File: src/rtl/mem_arb_pkg.sv
// Shared types and constants for the memory request arbiter.
package mem_arb_pkg;

  localparam int DEV_W = 3;

  typedef enum logic [1:0] {
    IDLE  = 2'd0,
    ISSUE = 2'd1,
    WAIT  = 2'd2
  } arb_state_e;

  function automatic int tmr_width(input int timeout);
    return (timeout <= 2) ? 1 : $clog2(timeout);
  endfunction

endpackage

File: src/rtl/rr_priority_select.sv
// Round-robin pick: first set request at or after the pointer, wrapping.
module rr_priority_select #(
  parameter int N_REQ = 2,
  parameter int IDX_W = 1
) (
  input  logic [N_REQ-1:0] req_i,
  input  logic [IDX_W-1:0] ptr_i,
  output logic             any_o,
  output logic [N_REQ-1:0] gnt_o,
  output logic [IDX_W-1:0] idx_o
);

  localparam logic [IDX_W:0] N_L = (IDX_W+1)'(N_REQ);

  logic [IDX_W:0]   sum;
  logic [IDX_W-1:0] c;

  // Scan from farthest to nearest so the slot closest to the pointer wins.
  always_comb begin
    any_o = 1'b0;
    gnt_o = '0;
    idx_o = '0;
    sum   = '0;
    c     = '0;
    for (int k = N_REQ - 1; k >= 0; k--) begin
      sum = {1'b0, ptr_i} + (IDX_W+1)'(k);
      if (sum >= N_L) sum = sum - N_L;
      c = sum[IDX_W-1:0];
      if (req_i[c]) begin
        any_o    = 1'b1;
        gnt_o    = '0;
        gnt_o[c] = 1'b1;
        idx_o    = c;
      end
    end
  end

endmodule

File: src/rtl/mem_request_arbiter.sv
// Round-robin sharing of one memory request port; one transaction in flight,
// grant held until done, watchdog abort with sticky exception.
module mem_request_arbiter
  import mem_arb_pkg::*;
#(
  parameter int N_REQ   = 2,
  parameter int ADDR_W  = 27,
  parameter int DATA_W  = 32,
  parameter int TIMEOUT = 1024
) (
  input  logic                      clock_i,
  input  logic                      reset_i,
  input  logic [N_REQ-1:0]          req_i,
  input  logic [N_REQ*DEV_W-1:0]    req_dev_i,
  input  logic [N_REQ-1:0]          req_block_i,
  input  logic [N_REQ-1:0]          req_rw_i,
  input  logic [N_REQ*ADDR_W-1:0]   req_add_i,
  input  logic [N_REQ*DATA_W-1:0]   req_data_i,
  output logic [N_REQ-1:0]          gnt_o,
  output logic [N_REQ-1:0]          req_valid_o,
  output logic [DATA_W-1:0]         req_rdata_o,
  output logic [N_REQ-1:0]          req_done_o,
  output logic [N_REQ-1:0]          req_err_o,
  input  logic                      mem_ready_i,
  input  logic                      mem_done_i,
  input  logic                      mem_valid_i,
  input  logic [DATA_W-1:0]         mem_data_i,
  output logic [DEV_W-1:0]          mem_reqdev_o,
  output logic                      mem_req_o,
  output logic                      mem_req_block_o,
  output logic                      mem_rw_o,
  output logic [ADDR_W-1:0]         mem_add_o,
  output logic [DATA_W-1:0]         mem_data_o,
  output logic                      exception_o
);

  localparam int IDX_W = (N_REQ > 1) ? $clog2(N_REQ) : 1;
  localparam int TMR_W = tmr_width(TIMEOUT);
  localparam logic [TMR_W-1:0] TMR_LAST = TMR_W'(TIMEOUT - 1);
  localparam logic [IDX_W-1:0] IDX_LAST = IDX_W'(N_REQ - 1);

  arb_state_e       state_q, state_d;
  logic [N_REQ-1:0] gnt_q, gnt_d;
  logic [IDX_W-1:0] gidx_q, gidx_d;
  logic [IDX_W-1:0] ptr_q, ptr_d;
  logic [TMR_W-1:0] tmr_q, tmr_d;
  logic             exc_q, exc_d;

  logic             sel_any;
  logic [N_REQ-1:0] sel_gnt;
  logic [IDX_W-1:0] sel_idx;
  logic             done_evt, tmo_evt;

  rr_priority_select #(.N_REQ(N_REQ), .IDX_W(IDX_W)) u_sel (
    .req_i (req_i),
    .ptr_i (ptr_q),
    .any_o (sel_any),
    .gnt_o (sel_gnt),
    .idx_o (sel_idx)
  );

  // A done arriving on the last allowed cycle still completes cleanly.
  assign done_evt = (state_q == WAIT) && mem_done_i;
  assign tmo_evt  = (state_q != IDLE) && (tmr_q == TMR_LAST) && !done_evt;

  always_comb begin
    state_d = state_q;
    gnt_d   = gnt_q;
    gidx_d  = gidx_q;
    ptr_d   = ptr_q;
    tmr_d   = tmr_q;
    exc_d   = exc_q;
    case (state_q)
      IDLE: if (sel_any) begin
        state_d = ISSUE;
        gnt_d   = sel_gnt;
        gidx_d  = sel_idx;
        tmr_d   = '0;
      end
      ISSUE: begin
        tmr_d = tmr_q + 1'b1;
        if (mem_ready_i) state_d = WAIT;
      end
      WAIT:    tmr_d = tmr_q + 1'b1;
      default: state_d = IDLE;
    endcase
    if (done_evt || tmo_evt) begin
      state_d = IDLE;
      gnt_d   = '0;
      tmr_d   = '0;
      ptr_d   = (gidx_q == IDX_LAST) ? '0 : gidx_q + 1'b1;
    end
    if (tmo_evt) exc_d = 1'b1;
  end

  always_ff @(posedge clock_i) begin
    if (reset_i) begin
      state_q <= IDLE;
      gnt_q   <= '0;
      gidx_q  <= '0;
      ptr_q   <= '0;
      tmr_q   <= '0;
      exc_q   <= 1'b0;
    end else begin
      state_q <= state_d;
      gnt_q   <= gnt_d;
      gidx_q  <= gidx_d;
      ptr_q   <= ptr_d;
      tmr_q   <= tmr_d;
      exc_q   <= exc_d;
    end
  end

  // gnt_q is all-zero in IDLE, so the muxes fall to zero without a grant.
  always_comb begin
    mem_reqdev_o    = '0;
    mem_req_block_o = 1'b0;
    mem_rw_o        = 1'b0;
    mem_add_o       = '0;
    mem_data_o      = '0;
    for (int i = 0; i < N_REQ; i++) begin
      if (gnt_q[i]) begin
        mem_reqdev_o    = req_dev_i[i*DEV_W +: DEV_W];
        mem_req_block_o = req_block_i[i];
        mem_rw_o        = req_rw_i[i];
        mem_add_o       = req_add_i[i*ADDR_W +: ADDR_W];
        mem_data_o      = req_data_i[i*DATA_W +: DATA_W];
      end
    end
  end

  assign mem_req_o   = (state_q == ISSUE);
  assign gnt_o       = gnt_q;
  assign req_valid_o = (state_q == WAIT && mem_valid_i) ? gnt_q : '0;
  assign req_rdata_o = (state_q == WAIT) ? mem_data_i : '0;
  assign req_done_o  = (done_evt || tmo_evt) ? gnt_q : '0;
  assign req_err_o   = tmo_evt ? gnt_q : '0;
  assign exception_o = exc_q;

endmodule

File: config.mk
export PLATFORM = sky130hd
export DESIGN_NAME = mem_request_arbiter
export DESIGN_NICKNAME = d
export VERILOG_FILES = /design/src/rtl/mem_arb_pkg.sv /design/src/rtl/rr_priority_select.sv /design/src/rtl/mem_request_arbiter.sv
export SDC_FILE = /design/constraint.sdc
export NUM_CORES = 1
export LEC_CHECK = 0
export ABC_AREA = 1
export CORE_AREA = 8 8 99 101
export CTS_BUF_LIST = sky130_fd_sc_hd__clkbuf_2
export CTS_CLUSTER_SIZE = 16
export DETAILED_ROUTE_END_ITERATION = 7
export DIE_AREA = 0 0 107 109
export PLACE_DENSITY = 0.83
export SYNTH_ARGS = -nofsm -noshare
export SYNTH_HDL_FRONTEND = slang
export SYNTH_HIERARCHICAL = 1
export SYNTH_SLANG_ARGS = --single-unit
File: constraint.sdc
create_clock -name clock_i -period 2.93 [get_ports clock_i]
set_input_delay 0.879 -clock clock_i [delete_from_list [all_inputs] [get_ports clock_i]]
set_output_delay 0.879 -clock clock_i [all_outputs]
set_load 0.01 [all_outputs]
### Word-level counts from Yosys, hierarchy flattened

Index checks and enable logic that the tools add are counted.

* flip-flop bits (word level): 17
* input port bits: 167
* output and inout port bits: 106
* logic and storage cells: 75

* $add $sub $neg: 5
* $lt $le $gt $ge: 6
* equal/unequal tests: 5
* multiplexer cells: 36
* bitwise operators: 1
* reductions and logical operators: 16

Operator list (number)
* 2-to-1 mux 32 bit: 3
* 2-to-1 mux 27 bit: 2
* one-hot mux 10 bit (2 select lines): 1
* 2-to-1 mux 1 bit: 17
* 2-to-1 mux 2 bit: 7
* adder 10 x 1 -> 10 bit, second input constant: 1
* equality test 10 bit, second input constant: 1
* 2-to-1 mux 10 bit: 1
* logical AND 1 bit: 6
* 2-to-1 mux 3 bit: 2
* one-hot mux 2 bit (3 select lines): 1
* less-than comparator 1 x 2 -> 1 bit, second input constant: 2
* != test 2 bit, second input constant: 2
* AND reduction 2 bit: 2
* nonzero test 2 bit: 2
* OR reduction 2 bit: 2
* AND reduction 3 bit: 1
* adder 1 x 1 -> 2 bit, second input constant: 1
* demux 1 bit (select 1 bit): 2
* equality test 2 x 1 -> 1 bit, second input constant: 1
* equality test 2 bit, second input constant: 1
* greater-or-equal comparator 1 bit, second input constant: 2
* greater-or-equal comparator 1 x 2 -> 1 bit, second input constant: 1
* greater-or-equal comparator 2 bit, second input constant: 1
* 6 further kinds: 7

### Longest topological paths before layout

* depth after elaboration: 9
* depth in mapped cells: 10
* gate-level depth less buffers: 10

### By module

The synthesis kept the hierarchy.

By module, submodules not included
* mem_request_arbiter: instances 1, cells each 433, area an instance 2150.8 µm², seq. area each 340.3 µm²
* rr_priority_select: instances 1, cells each 7, area an instance 32.5 µm², seq. area each 0.0 µm²

### Worst setup path before layout

Ideal clock, no wire load.

* path type: input port to output port
* start point: input port mem_done_i
* end point: output port req_err_o[0]
* data arrival time: 1322 ps
* required time: 2051 ps
* path slack: 729 ps
* cell stages on the path: 3
* buffers on the path: 0
* cells stage by stage: nand2_1 -> nand4_1 -> nor2_1

* word-level cells in the longest chain between the ends: 4

RTL lines
* start, declared: line mem_request_arbiter.sv:25 `input logic mem_done_i,`
* logical AND 1 bit: line mem_request_arbiter.sv:63 `assign done_evt = (state_q == WAIT) && mem_done_i;`
* zero test 1 bit: line mem_request_arbiter.sv:64 `assign tmo_evt = (state_q != IDLE) && (tmr_q == TMR_LAST) && !done_evt;`
* logical AND 1 bit: line mem_request_arbiter.sv:64
* 2-to-1 mux 2 bit: line mem_request_arbiter.sv:137 `assign req_err_o = tmo_evt ? gnt_q : '0;`
* end, declared: line mem_request_arbiter.sv:23 `output logic [N_REQ-1:0] req_err_o,`

Every way passes these cells.

### Worst setup path after layout

* start point: input port req_data_i[27]
* end point: output port mem_data_o[27]

* word-level cells in the longest chain between the ends: 2

RTL lines
* start, declared: line mem_request_arbiter.sv:18 `input logic [N_REQ*DATA_W-1:0] req_data_i,`
* 2-to-1 mux 32 bit (2 in series): line mem_request_arbiter.sv:122 `if (gnt_q[i]) begin`
* end, declared: line mem_request_arbiter.sv:33 `output logic [DATA_W-1:0] mem_data_o,`

Every way passes these cells.

==> results.txt <==
layout cells sized above 1: 0.0471
ys async rst share: 0
CORE AREA: 8380 um^2
Least-Margin Pin Slew: 0.494 ns
post-route ant nets: 0
initial antenna violation count: 0
critical path endpoint: mem_data_o[27]
crit start category: input pin
num rows: 34
Slew headroom: 0.671
P per Cell Area: 380 nW/um^2
clock buffer count from CTS: 3
vias in the first global route: 3497
Max stage delay cell, worst path: clkdlybuf4s50_1
Cells after DPL: 803
CP Launch Point: req_data_i[27]
Longest Clk Path Bufs: 2
max cap viols: 0
Clk Latency, worst-skew pair: 0.30 ns
Antenna Cells: 0
grt peak-use layer: met2
filler instances: 747
fin. max-slew vios: 0
Post-DP HPWL: 10800 um
Finished Layout Cells: 808
Vias/cell: 4.49
Unique masters post-synth: 25
Synth top area share: 0.340
worst-path cell chain: clkdlybuf4s50_1, nand3_1, nand2_1, clkdlybuf4s50_1
Crit Path Class: in -> out
drt total wl: 12900 um
critical-path maximum fanout: 1
FMAX: 0.343 GHz
Worst R2R End: state_q[0]$_SDFFE_PP0P_
Sink Count: 17
Yosys warning total: 6
post-synthesis cell area: 2180 um^2
chip width: 107 um
GRT met1 Usage: 0.221
status: finished, final reports clean
GR Overflow Total: 0
required time of the critical path: 2.05 ns
Final Critical Period: 2.92 ns
cell with the most instances after synthesis: nand2_1
Critical Path AT: 2.04 ns
DR iter-0 viols: 216
Remaining DRCs: 0
gr usage total: 0.195
Via Count: 3625
synth cell count leaders: nand2_1 (198), nand3_1 (73), inv_1 (66), nor2_1 (21), dfxtp_1 (17)
Clock Pin Slew Worst Setup and Hold Paths: 0.16 ns
Top FF cell, synth: dfxtp_1
IO Pins: 273
final hold viol count: 0
Post-synth EDFFs: 0
flops & latches, synth: 17
Max IR drop VDD: 0.409 mV
Routed WL per cell: 15.9 um
post-synth top area cell: nand2_1
Port-buffer cells: 272
die area: 11700 um^2
Worst path max stage delay: 0.53 ns
Leak: 3.25 nW
Hold Crit Class: reg -> reg
initial core utilization: 0.261
multi-input combinational cell area: 1470 um^2
Die Ht: 109 um
R2R cell count: 9
first-pass GRT wire length: 18200 um
M2 GR Usage: 0.351
Setup Viol. Count Final: 0
Hold WS: 0.486 ns
crit end category: output port
CTS tree: built
RR Startpoint: state_q[1]$_SDFFE_PP0P_
Synthesized Nets: 613
clock skew: 0.00453 ns
Post-Synthesis Cells: 440
CTS Root Cell: clkbuf_2
drt first pass iters: 5
hold_sp: gidx_q$_SDFFE_PP0P_
CTS Hold Bufs: 0
Sequential cell area: 344 um^2
period utilisation layout: 0.995
TNS Setup: 0 ns
GP Congestion: 0.846
reg2reg setup slack: 1.38 ns
H-Tree Depth: 1
post-synthesis sequential area ratio: 0.156
Layout Area Growth over Synthesis: 134%
syn avg cell area: 4.96 um^2
Critical Path Most Common Cell: clkdlybuf4s50_1
top post-synthesis cells by area: nand2_1 (34%), nand3_1 (17%), dfxtp_1 (16%)
largest net degree at the start of global routing: 50
met3 usage: 0.0585
Nets: 874
[metrics by stage]
step                      setup slack [ns]  total power [W]  cell area (um^2)   util
after floorplan                      0.729          0.00101              2180      -
after global placement              -0.109          0.00187              4990  0.595
after detailed placement            -0.218          0.00189              4990  0.595
after CTS                          0.00125          0.00198              5000  0.596
after global routing               -0.0198          0.00211              5120  0.610
final                               0.0141          0.00194              5120  0.610
[how the worst min path moves through the flow]
| stage | to | cells after the start |
|---|---|---|
| after floorplan | gidx_q$_SDFFE_PP0P_ | 2 |
| after global placement | exception_o$_SDFFE_PP0P_ | 2 |
| after detailed placement | gidx_q$_SDFFE_PP0P_ | 2 |
| after CTS | gidx_q$_SDFFE_PP0P_ | 2 |
| after global routing | gidx_q$_SDFFE_PP0P_ | 2 |
| final | gidx_q$_SDFFE_PP0P_ | 2 |
[worst max-delay path: cells and delay by family]
| family | cells | cell delay, ns |
|---|---|---|
| buffers and inverters | 2 | 0.98 |
| AND/OR/NAND/NOR | 2 | 0.17 |
[per-layer routing]
layer / wire [um] / up-vias / part of all wire
met5: 0 / - / 0
met4: 244 / 0 / 0.019
met3: 1100 / 21 / 0.086
met2: 6450 / 180 / 0.50
met1: 5060 / 1576 / 0.39
li1: - / 1848 / -
[cell type report]
type | count | area share
repair buffers | 282 | 0.565
multi-input cells | 328 | 0.287
flip-flops and latches | 17 | 0.0673
well taps | 108 | 0.0264
inverters | 69 | 0.0506
clock buffers | 4 | 0.00391
[repair_timing]
action | CTS | global route
setup endpoints to repair | 24 | 75
setup buffers | 1 | 0
gates resized for setup | 24 | 49
endpoints found under the hold margin | 0 | 0
[state kept, by name (all words and copies together), names as in the netlist]
name	count
gnt_o	2
tmr_q	10
ptr_q	1
state_q	2
exception_o	1
gidx_q	1
[power by group]
group | switching, W | total [W] | internal (W)
combinational | 0.000781 | 0.00154 | 0.000763
clock | 0.0000744 | 0.000111 | 0.0000362
sequential | 0.0000243 | 0.000290 | 0.000265
total | 0.000880 | 0.00194 | 0.00106
[cells in the final DEF (no fill, tap or decap), types with 4 or more instances in the layout]
master and instances:
ha_1 5, a21oi_1 5, nand3_1 73, buf_4 9, nor2_2 4, dlymetal6s2s_1 44, nand2_1 198, inv_1 66
clkdlybuf4s50_1 207, nor2_1 20, o21ai_0 6, dlygate4sd2_1 20, dfxtp_1 14, clkbuf_2 5
[logic make-up (layout without fill, tap and decap cells)]
| kind of cell | Yosys count | in the layout | share of synthesized area |
|---|---|---|---|
| buffers and inverters | 95 | 355 | 0.174 |
| adders and majority gates | 6 | 6 | 0.0344 |
| xor gates and xnor gates | 2 | 2 | 0.00802 |
| AOI/OAI and AO/OA | 13 | 13 | 0.0304 |
| and+or+nand+nor | 307 | 307 | 0.597 |
| DFF | 17 | 17 | 0.156 |
No activity file was read; power rests on OpenSTA's default activity.
